[src/rtl/uart_tx_scheduler.sv]
// Round-robin share of one UART transmitter; each grant sends {header, payload}, one start/done per byte.
// Grant to tx_start is 1 cycle; per-byte done timeout aborts the frame; no grant while the UART is active.
module uart_tx_scheduler #(
  parameter int N_REQ        = 4,
  parameter int IDX_W        = 2,
  parameter int TIMEOUT_CLKS = 60000,
  parameter int CNT_W        = 16
) (
  input  logic                 clk,
  input  logic                 reset,
  input  logic [N_REQ-1:0]     req,
  input  logic [16*N_REQ-1:0]  req_frame,
  output logic [N_REQ-1:0]     ack,
  output logic                 tx_err,
  output logic                 busy,
  output logic [IDX_W-1:0]     grant_id,
  output logic                 tx_start,
  output logic [7:0]           tx_byte,
  input  logic                 tx_active,
  input  logic                 tx_done
);

  typedef enum logic [2:0] {IDLE, SEND0, WAIT0, SEND1, WAIT1, FIN} state_t;

  localparam logic [IDX_W:0]   NREQ_W   = (IDX_W+1)'(N_REQ);
  localparam logic [CNT_W-1:0] CNT_LAST = CNT_W'(TIMEOUT_CLKS - 1);

  state_t           state;
  logic [IDX_W-1:0] ptr;
  logic [7:0]       payload;
  logic [CNT_W-1:0] cnt;

  logic [IDX_W-1:0] pick;
  logic             pick_vld;
  logic [15:0]      pick_frame;
  logic [IDX_W-1:0] ptr_nxt;
  logic [N_REQ-1:0] grant_onehot;

  // Scan offsets high to low so the smallest offset from ptr is the one that sticks.
  always_comb begin
    logic [IDX_W:0] sum;
    pick     = '0;
    pick_vld = 1'b0;
    sum      = '0;
    for (int k = N_REQ - 1; k >= 0; k--) begin
      sum = {1'b0, ptr} + (IDX_W+1)'(k);
      if (sum >= NREQ_W) sum = sum - NREQ_W;
      if (req[sum[IDX_W-1:0]]) begin
        pick     = sum[IDX_W-1:0];
        pick_vld = 1'b1;
      end
    end
  end

  always_comb begin
    pick_frame = '0;
    for (int i = 0; i < N_REQ; i++) begin
      if (pick == IDX_W'(i)) pick_frame = req_frame[16*i +: 16];
    end
  end

  always_comb begin
    logic [IDX_W:0] inc;
    inc     = {1'b0, grant_id} + (IDX_W+1)'(1);
    ptr_nxt = (inc >= NREQ_W) ? '0 : inc[IDX_W-1:0];
  end

  always_comb begin
    for (int i = 0; i < N_REQ; i++) begin
      grant_onehot[i] = (grant_id == IDX_W'(i));
    end
  end

  always_ff @(posedge clk) begin
    if (reset) begin
      state    <= IDLE;
      ptr      <= '0;
      ack      <= '0;
      tx_err   <= 1'b0;
      busy     <= 1'b0;
      grant_id <= '0;
      tx_start <= 1'b0;
      tx_byte  <= 8'h00;
      payload  <= 8'h00;
      cnt      <= '0;
    end else begin
      tx_start <= 1'b0;
      ack      <= '0;
      tx_err   <= 1'b0;
      unique case (state)
        IDLE: begin
          // A UART still draining a byte (e.g. after reset) blocks new grants.
          if (pick_vld && !tx_active) begin
            grant_id <= pick;
            payload  <= pick_frame[7:0];
            tx_byte  <= pick_frame[15:8];
            tx_start <= 1'b1;
            busy     <= 1'b1;
            state    <= SEND0;
          end
        end
        SEND0: begin
          cnt   <= '0;
          state <= WAIT0;
        end
        WAIT0: begin
          if (tx_done) begin
            tx_byte  <= payload;
            tx_start <= 1'b1;
            state    <= SEND1;
          end else if (cnt == CNT_LAST) begin
            ack    <= grant_onehot;
            tx_err <= 1'b1;
            state  <= FIN;
          end else begin
            cnt <= cnt + CNT_W'(1);
          end
        end
        SEND1: begin
          cnt   <= '0;
          state <= WAIT1;
        end
        WAIT1: begin
          if (tx_done) begin
            ack   <= grant_onehot;
            state <= FIN;
          end else if (cnt == CNT_LAST) begin
            ack    <= grant_onehot;
            tx_err <= 1'b1;
            state  <= FIN;
          end else begin
            cnt <= cnt + CNT_W'(1);
          end
        end
        FIN: begin
          ptr   <= ptr_nxt;
          busy  <= 1'b0;
          state <= IDLE;
        end
        default: state <= IDLE;
      endcase
    end
  end

endmodule

[config.mk]
export PLATFORM = sky130hd
export DESIGN_NAME = uart_tx_scheduler
export DESIGN_NICKNAME = d
export VERILOG_FILES = /design/src/rtl/uart_tx_scheduler.sv
export SDC_FILE = /design/constraint.sdc
export NUM_CORES = 1
export LEC_CHECK = 0
export ABC_AREA = 1
export ABC_CLOCK_PERIOD_IN_PS = 5420
export BUFFER_PORTS_ARGS = -buffer_cell sky130_fd_sc_hd__buf_2
export CAP_MARGIN = 20
export CORE_ASPECT_RATIO = 2
export CORE_MARGIN = 8
export CORE_UTILIZATION = 45
export DETAILED_ROUTE_END_ITERATION = 12
export PLACE_DENSITY_LB_ADDON = 0.15
export SKIP_LAST_GASP = 1
export SYNTH_ARGS = -nofsm -noshare
export SYNTH_HDL_FRONTEND = slang
export SYNTH_SLANG_ARGS = --single-unit
[constraint.sdc]
create_clock -name clk -period 5.42 [get_ports clk]
set_clock_uncertainty 0.2 [all_clocks]
set_input_delay 0.271 -clock clk [delete_from_list [all_inputs] [get_ports clk]]
set_output_delay 0.271 -clock clk [all_outputs]
set_load 0.01 [all_outputs]
==> flow_summary.yaml, run 1 <==
logic_synthesis:
  avgSynthCellArea_um2: 6.73
  synth_edf_count: 0
  ys_top_cells_by_area: "dfxtp_1 33%, nand2_1 11%, nand3_1 8.7%, inv_1 7.7%, o21ai_0 6.4%"
  netlist_area_mm2: 0.00283
  ys.warnings.count: 0
  yosys.area.top_type: "dfxtp_1"
  seq_area_frac_synth_pct: 32.5
  async_flop_share_pct: 0
  synth_seq_cells: 46
  synth_top_area_share_pct: 32.5
  ys_top_cells_by_count: "83 x nand2_1, 58 x inv_1, 49 x nand3_1"
  ys_types: 39
  synthFlopType: "dfxtp_1"
  syn-instance-count: 421
  postSynthNetCount: 499
  synth.most_common_cell: "nand2_1"
grt:
  grt_max_degree: 34
  grt-ovfl-total: 0
  grt_pass1_wl_um: 12800
  antenna_found_initial: 0
  grt_pass1_vias: 2817
  gr-usage-all-layers_pct: 16.9
cts:
  cts_buffers: 5
  ctsResizeCount: 0
  h-tree-depth: 2
  clk_pin_slew_worst_paths_ps: 70
  clockRootBuffer: "clkbuf_16"
  clk_latency_ps: 290
  cts_tree: "done"
  cts_sinks: 46
  hold_buffers: 0
  clock_path_buffers: 2
  post_cts_buffers: 0
power:
  p_leak_nw: 1.61
  powerDensity_mw_per_mm2: 299
  peakVddDrop_v: 0.000215
  power.total_mw: 1.03
final_layout:
  final_area_mm2: 0.00343
  finish.utilization_pct: 55.3
  num-nets-final: 579
  area_growth_pct: 21.1
  diodes: 0
  drive_gt1_share_pct: 25.7
  fillers: 666
  final_cells: 588
sta:
  fin_hold_ws_ps: 126
  setup_tns_ps: 0
  tightest_slew_ps: 725
  layout_setup_ws_ps: 2350
  setup_viol: 0
  finalCritPeriodShare_pct: 56.6
  final-hold-violation-count: 0
  fin_crit_ps: 3070
  slew_violations: 0
  rsz0062_at_grt: "no"
  max-slew-margin-rel_pct: 51.5
  max_freq_mhz: 326
die:
  rows: 41
  die_w_um: 72.1
  die_area_mm2: 0.00924
  io_pins: 89
  core_area_mm2: 0.00621
  fp.dieH_um: 128
  start_util_pct: 45.6
worst_setup_path:
  crit_slowest_cell: "nor3b_2"
  startpoint_type: "flop"
  endpoint_kind: "flop"
  crit_path_frequent_cell: "inv_1"
  critPathMaxStageDelay_ps: 620
  required_ps: 5450
  crit_type: "flop to flop"
  path_delay_family: "simple AND/OR/NAND/NOR gates"
  path_cells: "inv_1 -> nand2_1 -> nand3_1 -> nand2_1 -> inv_1 -> nand3_1 -> nor3b_2 -> inv_1 -> o21ai_2 -> o21ai_0 -> a21oi_2"
  worst-path-buf-inv: 3
  critPathMaxFanout: 12
  arrival_ps: 3090
drt:
  wl_per_cell_um: 13.0
  first_pass_iters: 4
  drt-total-wl_um: 7640
  vias: 2945
  vias_per_cell: 5.01
  final_antenna_net_count: 0
  drc_errors: 0
  drt_iter0_markers: 135
placement:
  place_ws_ps: 2330
  post_dp_cell_area_mm2: 0.00328
  place_congestion: 0.813
  dp.cells: 580
  portBuffers: 88
  dp_hpwl_um: 5950
flow_run:
  cap_violations: 0
min_path:
  hp-class: "input pin to flop"
outcome:
  run_status: "finished, final reports clean"
[logic make-up (layout without fill, tap and decap cells)]
group | after synthesis | count (layout) | synth area share (%)
adders and majority gates | 6 | 6 | 2.65
DFF | 46 | 46 | 32.5
AOI/OAI and AO/OA | 100 | 100 | 20.4
buffers and inverters | 78 | 159 | 12.0
xor gates and xnor gates | 2 | 2 | 0.619
and+or+nand+nor | 189 | 189 | 31.8
[worst paths after layout]
path / startpoint / end / slack, ps / cells past startpoint
setup / recovery: ptr[0]$_SDFFE_PP0P_ / tx_byte[1]$_SDFFE_PP0P_ / 2350 / 11
hold / removal: tx_done / tx_err$_SDFF_PP0_ / 130 / 4
hold reg to reg: busy$_SDFFE_PP0P_ / busy$_SDFFE_PP0P_ / 270 / 2
setup reg to reg: ptr[0]$_SDFFE_PP0P_ / tx_byte[1]$_SDFFE_PP0P_ / 2350 / 11
[final cells by class]
cell class / instances / area [um^2] / share of cell area, %
inverters: 63 / 239 / 6.97
flip-flops and latches: 46 / 921 / 26.9
well taps: 86 / 108 / 3.14
clock buffers: 5 / 125 / 3.65
clock inverters: 3 / 25.0 / 0.730
repair buffers: 88 / 440 / 12.8
multi-input cells: 297 / 1570 / 45.8
[metal layers]
layer  track usage, %  up-vias  part of all wire, %
met3             3.45        9                  4.8
met5                0        -                    0
met2             29.6       74                   50
li1                 -     1556                    -
met4             4.97        0                  1.5
met1             19.8     1306                   43
[tightest hold or removal path, stage by stage]
cell and delay, ps:
buf_2 120, nor2_1 60, inv_1 70, nor3_1 50
[flip-flops by register name, summed over array words and instances (netlist names)]
signal and cells:
grant_id 2, payload 8, ack 4, state 3, tx_err 1, tx_start 1
tx_byte 8, busy 1, ptr 2, cnt 16
[power breakdown]
| group | switching, mW | internal [mW] |
|---|---|---|
| Clock | 0.137 | 0.173 |
| Sequential | 0.0247 | 0.375 |
| Combinational | 0.205 | 0.110 |
[placed cells by master, fill, tap and decap left out, types with 2 or more instances in the layout]
cell        n
nor3_1      6
o211ai_1    2
o21ai_2     3
inv_2       3
nand3_1    49
o21ai_0    36
nand2_1    83
nand3_2     3
ha_1        6
clkbuf_16   5
a221oi_1    2
a21oi_1    31
nor3b_1     3
nand2_2     4
a211oi_1    2
o21ai_1    10
dfxtp_1    46
nor2_1     24
or2_2       2
buf_2      88
nand4_1     8
a21oi_2    11
inv_1      58
nand2_4     2
(Power assumes the default switching activity.)
==> inputs of run 2 (changes only) <==
--- a/config.mk
+++ b/config.mk
@@ -6,7 +6,7 @@
 export NUM_CORES = 1
 export LEC_CHECK = 0
 export ABC_AREA = 1
-export ABC_CLOCK_PERIOD_IN_PS = 5420
+export ABC_CLOCK_PERIOD_IN_PS = 2950
 export BUFFER_PORTS_ARGS = -buffer_cell sky130_fd_sc_hd__buf_2
 export CAP_MARGIN = 20
 export CORE_ASPECT_RATIO = 2
==> constraint.sdc (replaced) <==
create_clock -name clk -period 2.95 [get_ports clk]
set_clock_uncertainty 0.2 [all_clocks]
set_input_delay 0.1475 -clock clk [delete_from_list [all_inputs] [get_ports clk]]
set_output_delay 0.1475 -clock clk [all_outputs]
set_load 0.01 [all_outputs]
==> run 2 against run 1 <==
Net effect: utilization up 0.83 points; sequential share of layout area down 0.40 points; die area is the same; non-clock buffer count up 4; largest power group unchanged; count of clock-buffer cells in the layout up 1; global-route usage decreased by 0.13 points; critical path type unchanged; hold slack got worse by 85 ps.
==> flow_summary.yaml, run 2 (synthesis results as in run 1) <==
cts:
  cts_buffers: 5
  cts_tree: "done"
  ctsResizeCount: 0
  cts_sinks: 46
  clockRootBuffer: "clkbuf_16"
  h-tree-depth: 2
  clk_pin_slew_worst_paths_ps: 60
  clock_path_buffers: 2
  post_cts_buffers: 0
  hold_buffers: 1
  clk_latency_ps: 280
sta:
  fin_crit_ps: 2660
  rsz0062_at_grt: "no"
  finalCritPeriodShare_pct: 90.1
  slew_violations: 0
  final-hold-violation-count: 0
  max_freq_mhz: 376
  setup_viol: 0
  setup_tns_ps: 0
  tightest_slew_ps: 431
  max-slew-margin-rel_pct: 71.1
  layout_setup_ws_ps: 291
grt:
  gr-usage-all-layers_pct: 16.8
  use_met1_pct: 20.4
  grt_max_degree: 34
  grt_pass1_wl_um: 12800
  grt_pass1_vias: 2785
  grt-ovfl-total: 0
  use_met3_pct: 3.13
  grt.busiest_layer: "met2"
  antenna_found_initial: 0
  global_route.usage.met2_pct: 28.8
placement:
  place_ws_ps: 310
  post_dp_cell_area_mm2: 0.00330
  portBuffers: 88
  place_congestion: 0.835
  dp_hpwl_um: 6070
worst_setup_path:
  cp-startpoint: "ptr[0]$_SDFFE_PP0P_"
  required_ps: 2920
  worstReg2RegStart: "ptr[0]$_SDFFE_PP0P_"
  crit_type: "flop to flop"
  endpoint_kind: "flop"
  critPathMaxFanout: 33
  startpoint_type: "flop"
  arrival_ps: 2630
power:
  peakVddDrop_v: 0.000425
  p_leak_nw: 1.64
  powerDensity_mw_per_mm2: 565
  power.total_mw: 1.97
drt:
  vias_per_cell: 4.98
  first_pass_iters: 4
  final_antenna_net_count: 0
  wl_per_cell_um: 13.1
  drt-total-wl_um: 7720
  vias: 2943
  drc_errors: 0
  drt_iter0_markers: 142
die:
  core_area_mm2: 0.00621
  die_area_mm2: 0.00924
  io_pins: 89
  start_util_pct: 45.6
  fp.dieH_um: 128
  die_w_um: 72.1
  rows: 41
final_layout:
  drive_gt1_share_pct: 25.9
  area_growth_pct: 22.9
  final_area_mm2: 0.00348
  num-nets-final: 583
  final_common_cell: "buf_2"
  layout.cells.most_common_list: "88 x buf_2, 83 x nand2_1, 58 x inv_1, 49 x nand3_1, 46 x dfxtp_1"
  reg_top3: "cnt x16, payload x8, tx_byte x8"
  largest_register_ffs: 16
  diodes: 0
  top_register: "cnt"
min_path:
  hp-class: "input pin to flop"
  min_from: "req_frame[58]"
flow_run:
  cap_violations: 0
outcome:
  run_status: "finished, final reports clean"
## run 2: cell types whose count changed in the layout (fill, tap and decap cells not counted), sizes merged
cell         previous run  this run
buf                    88        91
bufinv                  0         1
clkbuf                  5         6
clkinv                  2         1
clkinvlp                1         0
dlygate4sd3             0         1
inv                    63        62
## run 2: area by class of cell
class	count	area, um^2
sequential	46	921
fill	639	2730
clock inverter	1	30.0
multi-input combinational	297	1570
inverter	63	239
tap	86	108
clock buffer	6	139
timing repair buffer	92	473
## run 2: final timing paths
kind / to / slack (ps) / cells past startpoint
setup reg to reg: tx_byte[6]$_SDFFE_PP0P_ / 290 / 12
setup / recovery: tx_byte[6]$_SDFFE_PP0P_ / 290 / 12
hold / removal: tx_byte[2]$_SDFFE_PP0P_ / 40 / 5
hold reg to reg: busy$_SDFFE_PP0P_ / 270 / 2
## run 2: stage by stage
stage          cells  hold WS [ps]  util, %
4_1_cts          591          41.4     56.1
2_1_floorplan    421           122        -
5_1_grt          591          51.3     56.1
6_report         591          40.9     56.1
3_5_place_dp     583           261     53.2
3_3_place_gp     583           258     53.2
## run 2: per-layer routing
layer,vias up,share of wire (%)
li1,1564,-
met1,1303,42
met2,64,51
met3,12,4.1
met4,0,2.1
met5,-,0
## run 2: report_power, final
group / total [mW] / internal [mW] / switching, mW
Combinational: 0.594 / 0.212 / 0.382
Sequential: 0.736 / 0.689 / 0.0477
Clock: 0.637 / 0.418 / 0.219
Total: 1.97 / 1.32 / 0.649
## run 2: worst max-delay path, cell delays in order, from the launching register on
cell     delay (ps)
dfxtp_1         570
inv_1           180
nand2_1         130
nand3_1          90
nand2_1         110
nand3_2          90
nand2_1          80
nand2_2          80
nand2_4         290
nand2_2         250
or2_2           330
nand3_1          80
a21oi_1          60
